==> src/rtl/computer_pkg.sv <==
// Shared types and RAM geometry for the 8-bit computer: loader FSM states and
// the program RAM width constants used by the loader, RAM and CPU.
package computer_pkg;

  localparam int RAM_ADDR_W = 4;
  localparam int RAM_DATA_W = 8;

  typedef enum logic [1:0] {
    IDLE     = 2'd0,
    DEBOUNCE = 2'd1,
    WRITE    = 2'd2,
    RELEASE  = 2'd3
  } loader_state_t;

endpackage

==> src/rtl/ram_loader_if.sv <==
// Program RAM write port: single-cycle strobe with registered address and data.
// The loader drives it through master; the RAM consumes it through slave.
interface ram_loader_if
  import computer_pkg::*;
#(
  parameter int ADDR_W = RAM_ADDR_W,
  parameter int DATA_W = RAM_DATA_W
);

  logic              ram_we;
  logic [ADDR_W-1:0] ram_addr;
  logic [DATA_W-1:0] ram_wdata;

  modport master (output ram_we, ram_addr, ram_wdata);
  modport slave  (input  ram_we, ram_addr, ram_wdata);

endinterface

==> src/rtl/sync_2ff.sv <==
// Two-flop synchronizer for a single asynchronous board input.
// Latency: 2 clk. No backpressure; reset value is a parameter.
module sync_2ff #(
  parameter logic RST_VAL = 1'b0
) (
  input  logic clk,
  input  logic rst_n,
  input  logic d,
  output logic q
);

  logic meta_d, meta_q;
  logic sync_d, sync_q;

  always_comb begin
    meta_d = d;
    sync_d = meta_q;
  end

  always_ff @(posedge clk or negedge rst_n) begin
    if (!rst_n) begin
      meta_q <= RST_VAL;
      sync_q <= RST_VAL;
    end else begin
      meta_q <= meta_d;
      sync_q <= sync_d;
    end
  end

  assign q = sync_q;

endmodule

==> src/rtl/ram_loader.sv <==
// Manual program-RAM writer: debounced push button -> one registered RAM write strobe.
// Latency: strobe in the cycle after E2+DEBOUNCE_CYCLES; no backpressure (the RAM always accepts).
module ram_loader
  import computer_pkg::*;
#(
  parameter int ADDR_W          = RAM_ADDR_W,
  parameter int DATA_W          = RAM_DATA_W,
  parameter int DEBOUNCE_CYCLES = 4,
  parameter int CNT_W           = 20
) (
  input  logic              clk,
  input  logic              rst_n,
  input  logic              prog_mode,
  input  logic              autoinc,
  input  logic [ADDR_W-1:0] sw_addr,
  input  logic [DATA_W-1:0] sw_data,
  input  logic              key_write_n,
  ram_loader_if.master      ram,
  output logic              cpu_hold,
  output logic              busy,
  output logic [ADDR_W-1:0] next_addr,
  output logic [7:0]        wr_count
);

  localparam logic [CNT_W-1:0] CNT_LAST = CNT_W'(DEBOUNCE_CYCLES - 1);

  logic key_s, prog_s;

  sync_2ff #(.RST_VAL(1'b1)) u_key_sync (.clk(clk), .rst_n(rst_n), .d(key_write_n), .q(key_s));
  sync_2ff #(.RST_VAL(1'b0)) u_prog_sync (.clk(clk), .rst_n(rst_n), .d(prog_mode), .q(prog_s));

  loader_state_t     state_d, state_q;
  logic [CNT_W-1:0]  cnt_d, cnt_q;
  logic              ram_we_d, ram_we_q;
  logic [ADDR_W-1:0] ram_addr_d, ram_addr_q;
  logic [DATA_W-1:0] ram_wdata_d, ram_wdata_q;
  logic [ADDR_W-1:0] next_addr_d, next_addr_q;
  logic [7:0]        wr_count_d, wr_count_q;
  logic              prog_s_d, prog_s_q;

  always_comb begin
    state_d     = state_q;
    cnt_d       = cnt_q;
    ram_addr_d  = ram_addr_q;
    ram_wdata_d = ram_wdata_q;
    next_addr_d = next_addr_q;
    wr_count_d  = wr_count_q;
    prog_s_d    = prog_s;

    case (state_q)
      IDLE: begin
        if (prog_s && !key_s) begin
          state_d = DEBOUNCE;
          cnt_d   = '0;
        end
      end
      DEBOUNCE: begin
        if (!prog_s || key_s) begin
          state_d = IDLE;
        end else if (cnt_q == CNT_LAST) begin
          state_d     = WRITE;
          ram_addr_d  = autoinc ? next_addr_q : sw_addr;
          ram_wdata_d = sw_data;
        end else begin
          cnt_d = cnt_q + CNT_W'(1);
        end
      end
      // The write is committed once here; losing prog_s cannot cancel it.
      WRITE: begin
        state_d    = RELEASE;
        cnt_d      = '0;
        wr_count_d = (wr_count_q == 8'hFF) ? wr_count_q : wr_count_q + 8'd1;
        if (autoinc) next_addr_d = next_addr_q + ADDR_W'(1);
      end
      RELEASE: begin
        if (!prog_s) begin
          state_d = IDLE;
        end else if (!key_s) begin
          cnt_d = '0;
        end else if (cnt_q == CNT_LAST) begin
          state_d = IDLE;
        end else begin
          cnt_d = cnt_q + CNT_W'(1);
        end
      end
      default: state_d = IDLE;
    endcase

    if (prog_s && !prog_s_q) next_addr_d = '0;
    ram_we_d = (state_d == WRITE);
  end

  always_ff @(posedge clk or negedge rst_n) begin
    if (!rst_n) begin
      state_q     <= IDLE;
      cnt_q       <= '0;
      ram_we_q    <= 1'b0;
      ram_addr_q  <= '0;
      ram_wdata_q <= '0;
      next_addr_q <= '0;
      wr_count_q  <= '0;
      prog_s_q    <= 1'b0;
    end else begin
      state_q     <= state_d;
      cnt_q       <= cnt_d;
      ram_we_q    <= ram_we_d;
      ram_addr_q  <= ram_addr_d;
      ram_wdata_q <= ram_wdata_d;
      next_addr_q <= next_addr_d;
      wr_count_q  <= wr_count_d;
      prog_s_q    <= prog_s_d;
    end
  end

  assign ram.ram_we    = ram_we_q;
  assign ram.ram_addr  = ram_addr_q;
  assign ram.ram_wdata = ram_wdata_q;
  assign busy          = (state_q != IDLE);
  assign cpu_hold      = prog_s | busy;
  assign next_addr     = next_addr_q;
  assign wr_count      = wr_count_q;

endmodule

==> src/flat_wrapper.sv <==
// flat-port wrapper written by rule: the top's interface ports become plain ports
module ram_loader_flat import computer_pkg::*;
#(
  parameter int ADDR_W          = RAM_ADDR_W,
  parameter int DATA_W          = RAM_DATA_W,
  parameter int DEBOUNCE_CYCLES = 4,
  parameter int CNT_W           = 20
)
  (clk, rst_n, prog_mode, autoinc, sw_addr, sw_data, key_write_n, cpu_hold, busy, next_addr, wr_count, ram_ram_we, ram_ram_addr, ram_ram_wdata);
  ram_loader_if #(.ADDR_W(ADDR_W), .DATA_W(DATA_W)) ram_i ();
  input  logic clk;
  input  logic rst_n;
  input  logic prog_mode;
  input  logic autoinc;
  input  logic [ADDR_W-1:0] sw_addr;
  input  logic [DATA_W-1:0] sw_data;
  input  logic key_write_n;
  output logic cpu_hold;
  output logic busy;
  output logic [ADDR_W-1:0] next_addr;
  output logic [7:0] wr_count;
  output wire logic [$bits(ram_i.ram_we)-1:0] ram_ram_we;
  output wire logic [$bits(ram_i.ram_addr)-1:0] ram_ram_addr;
  output wire logic [$bits(ram_i.ram_wdata)-1:0] ram_ram_wdata;
  assign ram_ram_we = ram_i.ram_we;
  assign ram_ram_addr = ram_i.ram_addr;
  assign ram_ram_wdata = ram_i.ram_wdata;
  ram_loader #(.ADDR_W(ADDR_W), .DATA_W(DATA_W), .DEBOUNCE_CYCLES(DEBOUNCE_CYCLES), .CNT_W(CNT_W)) u_core (.clk(clk), .rst_n(rst_n), .prog_mode(prog_mode), .autoinc(autoinc), .sw_addr(sw_addr), .sw_data(sw_data), .key_write_n(key_write_n), .ram(ram_i), .cpu_hold(cpu_hold), .busy(busy), .next_addr(next_addr), .wr_count(wr_count));
endmodule
==> config.mk <==
export PLATFORM = sky130hd
export DESIGN_NAME = ram_loader_flat
export DESIGN_NICKNAME = d
export VERILOG_FILES = /design/src/rtl/computer_pkg.sv /design/src/rtl/ram_loader_if.sv /design/src/rtl/sync_2ff.sv /design/src/rtl/ram_loader.sv /design/src/flat_wrapper.sv
export SDC_FILE = /design/constraint.sdc
export NUM_CORES = 1
export LEC_CHECK = 0
export BUFFER_PORTS_ARGS = -buffer_cell sky130_fd_sc_hd__buf_2
export CAP_MARGIN = 25
export CELL_PAD_IN_SITES_DETAIL_PLACEMENT = 0
export CELL_PAD_IN_SITES_GLOBAL_PLACEMENT = 2
export CORE_ASPECT_RATIO = 1.5
export CORE_MARGIN = 1.5
export CORE_UTILIZATION = 39
export CTS_CLUSTER_SIZE = 14
export DETAILED_ROUTE_END_ITERATION = 8
export HOLD_SLACK_MARGIN = 0.1
export MAX_ROUTING_LAYER = met4
export PLACE_DENSITY_LB_ADDON = 0.1
export SYNTH_ARGS = -nofsm -noshare
export SYNTH_HDL_FRONTEND = slang
export SYNTH_SLANG_ARGS = --single-unit
==> constraint.sdc <==
create_clock -name clk -period 4.6 [get_ports clk]
set_input_delay 0.92 -clock clk [delete_from_list [all_inputs] [get_ports clk]]
set_output_delay 0.92 -clock clk [all_outputs]
set_load 0.005 [all_outputs]
==> results.yml <==
sta:
  timing.final.crit_period_ns: 2.33
  drv_slew: 0
  worst_hold_slack_ns: 0.356
  rsz0062_at_grt: "false"
  skew_ns: 0.00475
  tightest_pin_transition_ns: 1.01
  max_slew_margin_pct: 32.6
  setup_total_negative_slack_ns: 0
  report.final.setup_viol: 0
  final_hold_viol_count: 0
  maxClockFrequency_ghz: 0.430
  final.period_utilization_pct: 50.6
global_route:
  largest_net_degree_at_the_start_of_global_routing: 53
  grtUsageTotal_pct: 16.2
  grt_overflow: 0
  first_global_vias: 1756
  grt_antenna_before_repair: 0
  first_pass_grt_wire_length_um: 8450
die:
  die_area_mm2: 0.00703
  floorplan_die_height_um: 102
  core.rowCount: 35
  floorplan.initialDensity_pct: 40.9
  die_width_um: 68.9
  core_region_area_mm2: 0.00622
  boundaryPins: 44
clock_tree:
  tritoncts.num_buffers: 5
  cts.sink_count: 52
  clk_pin_slew_ns: 0.10
  setup_repair_bufs_after_cts: 0
  cts_buffer_depth: 2
  clock_tree.htree_level_count: 2
  post_cts_resized: 0
  cts.root.buffer_cell: "clkbuf_8"
  tritoncts_clock_tree: "built"
  post_cts_hold_buffer_count: 0
  clock_latency_ns: 0.30
synthesis:
  asyncSetResetFlopFracSynth_pct: 100
  syn_area_per_cell_um2: 11.4
  synth_most_common_cell: "dfrtp_1"
  synth_edf_count: 0
  yosys.area.top_type_share_pct: 49.2
  yosys-top-cells-count: "dfrtp_1 (50), nor2_1 (21), xnor2_1 (14), nand4_1 (13), xor2_1 (12)"
  synthesis.nets: 243
  syn_inst: 223
  synth-main-ff-cell: "dfrtp_1"
  synth.largest_area_cell: "dfrtp_1"
  ys_top_cells_by_area: "dfrtp_1 (49%), mux2_4 (5.3%), xnor2_1 (4.8%)"
  synth.cell_area_mm2: 0.00254
  ys_warn_count: 0
  seq_area_frac_synth_pct: 51.3
  yosys.cell_types.count: 47
  postSynthRegisterBits: 52
worst_setup_path:
  critical_path_end_type: "flop"
  cp-start-kind: "flop"
  critical_path.cell_chain: "ha_1 > nor4b_2 > nand3_2 > nor2_2 > and3_1 > mux2_2"
  setup.worst_path.class: "flop to flop"
  reg2reg_to: "u_core.ram.ram_wdata[7]"
  cp_max_fo: 13
  critical_path.n_buffers_inverters: 0
  worst-r2r-cell-count: 6
  timing.reg2reg.setup_slack_ns: 2.27
  cpMaxStageDelayCell: "and3_1"
  cp_data_arrival_time_ns: 2.52
  critical_path_depth: 6
  family_of_cells_with_the_greatest_summed_delay_on_the_critical_path: "simple AND/OR/NAND/NOR gates"
  reg2reg_from: "u_core.cnt_q[0]"
  worst_path_largest_cell_delay_ns: 0.64
  worst-endpoint-required_ns: 4.80
finish:
  diodes: 0
  nets: 286
  filler_cells_inserted: 597
  drive_gt1_share_pct: 31.5
  layout-area-overhead-vs-synth_pct: 14.0
routing:
  wl_per_cell_um: 15.0
  number_of_routed_nets_with_antenna_violations: 0
  totalWireLength_um: 5130
  vias_per_cell: 5.33
  routed-via-count: 1816
  detail_route.drc_violations: 0
  first_iter_violations: 37
  drt_pass1_iterations: 5
pwr:
  total_leakage_power_nw: 1.37
  pwr-share-seq_pct: 54.3
  cellPowerDensity_mw_per_mm2: 354
  power.switching_mw: 0.290
  p_clk_share_pct: 26.8
  cell_internal_pwr_mw: 0.735
  sw_frac_of_total_pct: 28.3
  comb_power_share_pct: 18.9
  maximum_vdd_drop_uv: 170
  total_power_mw: 1.03
placement:
  place_hpwl_um: 3550
  io_buffer_count: 43
  finalWeightedCongestion: 0.739
hold_path:
  hold_end: "u_core.u_prog_sync.q"
  min-delay-start: "u_core.u_prog_sync.meta_q"
  min_path_cells: 0
  min-delay-path-class: "flop to flop"
run:
  cap_violations: 0
outcome:
  outcome: "finished clean"
[per-layer routing]
layer	track usage, %	share of wire (%)	wire length (um)	vias to the layer above
li1	-	-	-	886
met1	20.6	45	2330	883
met2	26.2	50	2550	39
met3	2.97	3.7	191	8
met4	4.52	1.2	61	0
met5	-	0	0	-
[sequential cells by signal (all words and copies together), names as in the netlist]
signal	flops
u_core.prog_s_q	1
u_core.u_key_sync.q	1
u_core.state_q	2
u_core.ram.ram_wdata	8
u_core.u_prog_sync.q	1
u_core.next_addr	4
u_core.u_key_sync.meta_q	1
u_core.ram.ram_we	1
u_core.cnt_q	20
u_core.ram.ram_addr	4
u_core.wr_count	8
u_core.u_prog_sync.meta_q	1
[worst register-to-register path, delay by kind of cell, from the launching register on]
kind          cells  cell delay (ns)
fa+ha+maj         1             0.23
flops             1             0.42
mux               1             0.41
simple gates      4             1.16
[power by group through the flow]
stage	logic, mW	registers [mW]	clock network, mW
2_1_floorplan	0.119	0.562	0
3_3_place_gp	0.196	0.566	0
3_5_place_dp	0.197	0.567	0
4_1_cts	0.199	0.558	0.292
5_1_grt	0.221	0.568	0.308
6_report	0.194	0.557	0.274
[worst max path at each step]
stage          slack, ns       startpoint                 endpoint
2_1_floorplan       2.75  u_core.cnt_q[0]   u_core.ram.ram_addr[1]
3_3_place_gp        2.31  u_core.cnt_q[0]   u_core.ram.ram_addr[3]
5_1_grt             2.09  u_core.cnt_q[0]   u_core.ram.ram_addr[3]
3_5_place_dp        2.26  u_core.cnt_q[0]  u_core.ram.ram_wdata[7]
6_report            2.27  u_core.cnt_q[0]  u_core.ram.ram_wdata[7]
4_1_cts             2.25  u_core.cnt_q[0]   u_core.ram.ram_addr[3]
[cell families (layout without fill, tap and decap cells)]
logic type,count (synthesis),count (layout),synth area share (%)
xor+xnor,26,26,8.95
buf+inv,13,57,3.15
fa+ha+maj,3,3,1.48
compound gates,21,21,5.31
mux,18,18,9.25
simple gates,90,90,20.6
flops,52,52,51.3
[cell usage in the layout, fill, tap and decap left out, types with 2 or more instances in the layout]
cell	count
xor2_1	12
nor3_1	5
nand3_1	8
mux2_2	8
a21oi_1	5
ha_1	3
nand2_1	11
nor4_1	3
buf_2	43
clkbuf_8	6
inv_1	3
nor4_2	5
o21ai_0	3
and4_1	2
nand2b_1	3
and3_1	6
mux2_4	9
nor2_1	21
dfrtp_1	50
nand4_1	13
or3_1	2
clkinvlp_4	2
o21ai_1	2
dfstp_2	2
a31oi_1	5
buf_4	2
xnor2_1	14
[area by class of cell]
type / count / area, um^2 / share of cell area, %
repair buffers: 45 / 230 / 7.94
well taps: 74 / 92.6 / 3.19
multi-input cells: 158 / 1160 / 40.0
inverters: 4 / 15.0 / 0.518
clock inverters: 2 / 15.0 / 0.518
flip-flops and latches: 52 / 1300 / 45.0
clock buffers: 6 / 82.6 / 2.85
[metrics by stage]
step	utilization (%)	instances	worst slack (ns)	cell area, um^2
4_1_cts	46.6	341	2.25	2900
3_5_place_dp	45.1	333	2.26	2800
3_3_place_gp	45.1	333	2.31	2800
5_1_grt	46.6	341	2.09	2900
2_1_floorplan	-	223	2.75	2540
6_report	46.6	341	2.27	2900
No activity file was read; power rests on OpenSTA's default activity.
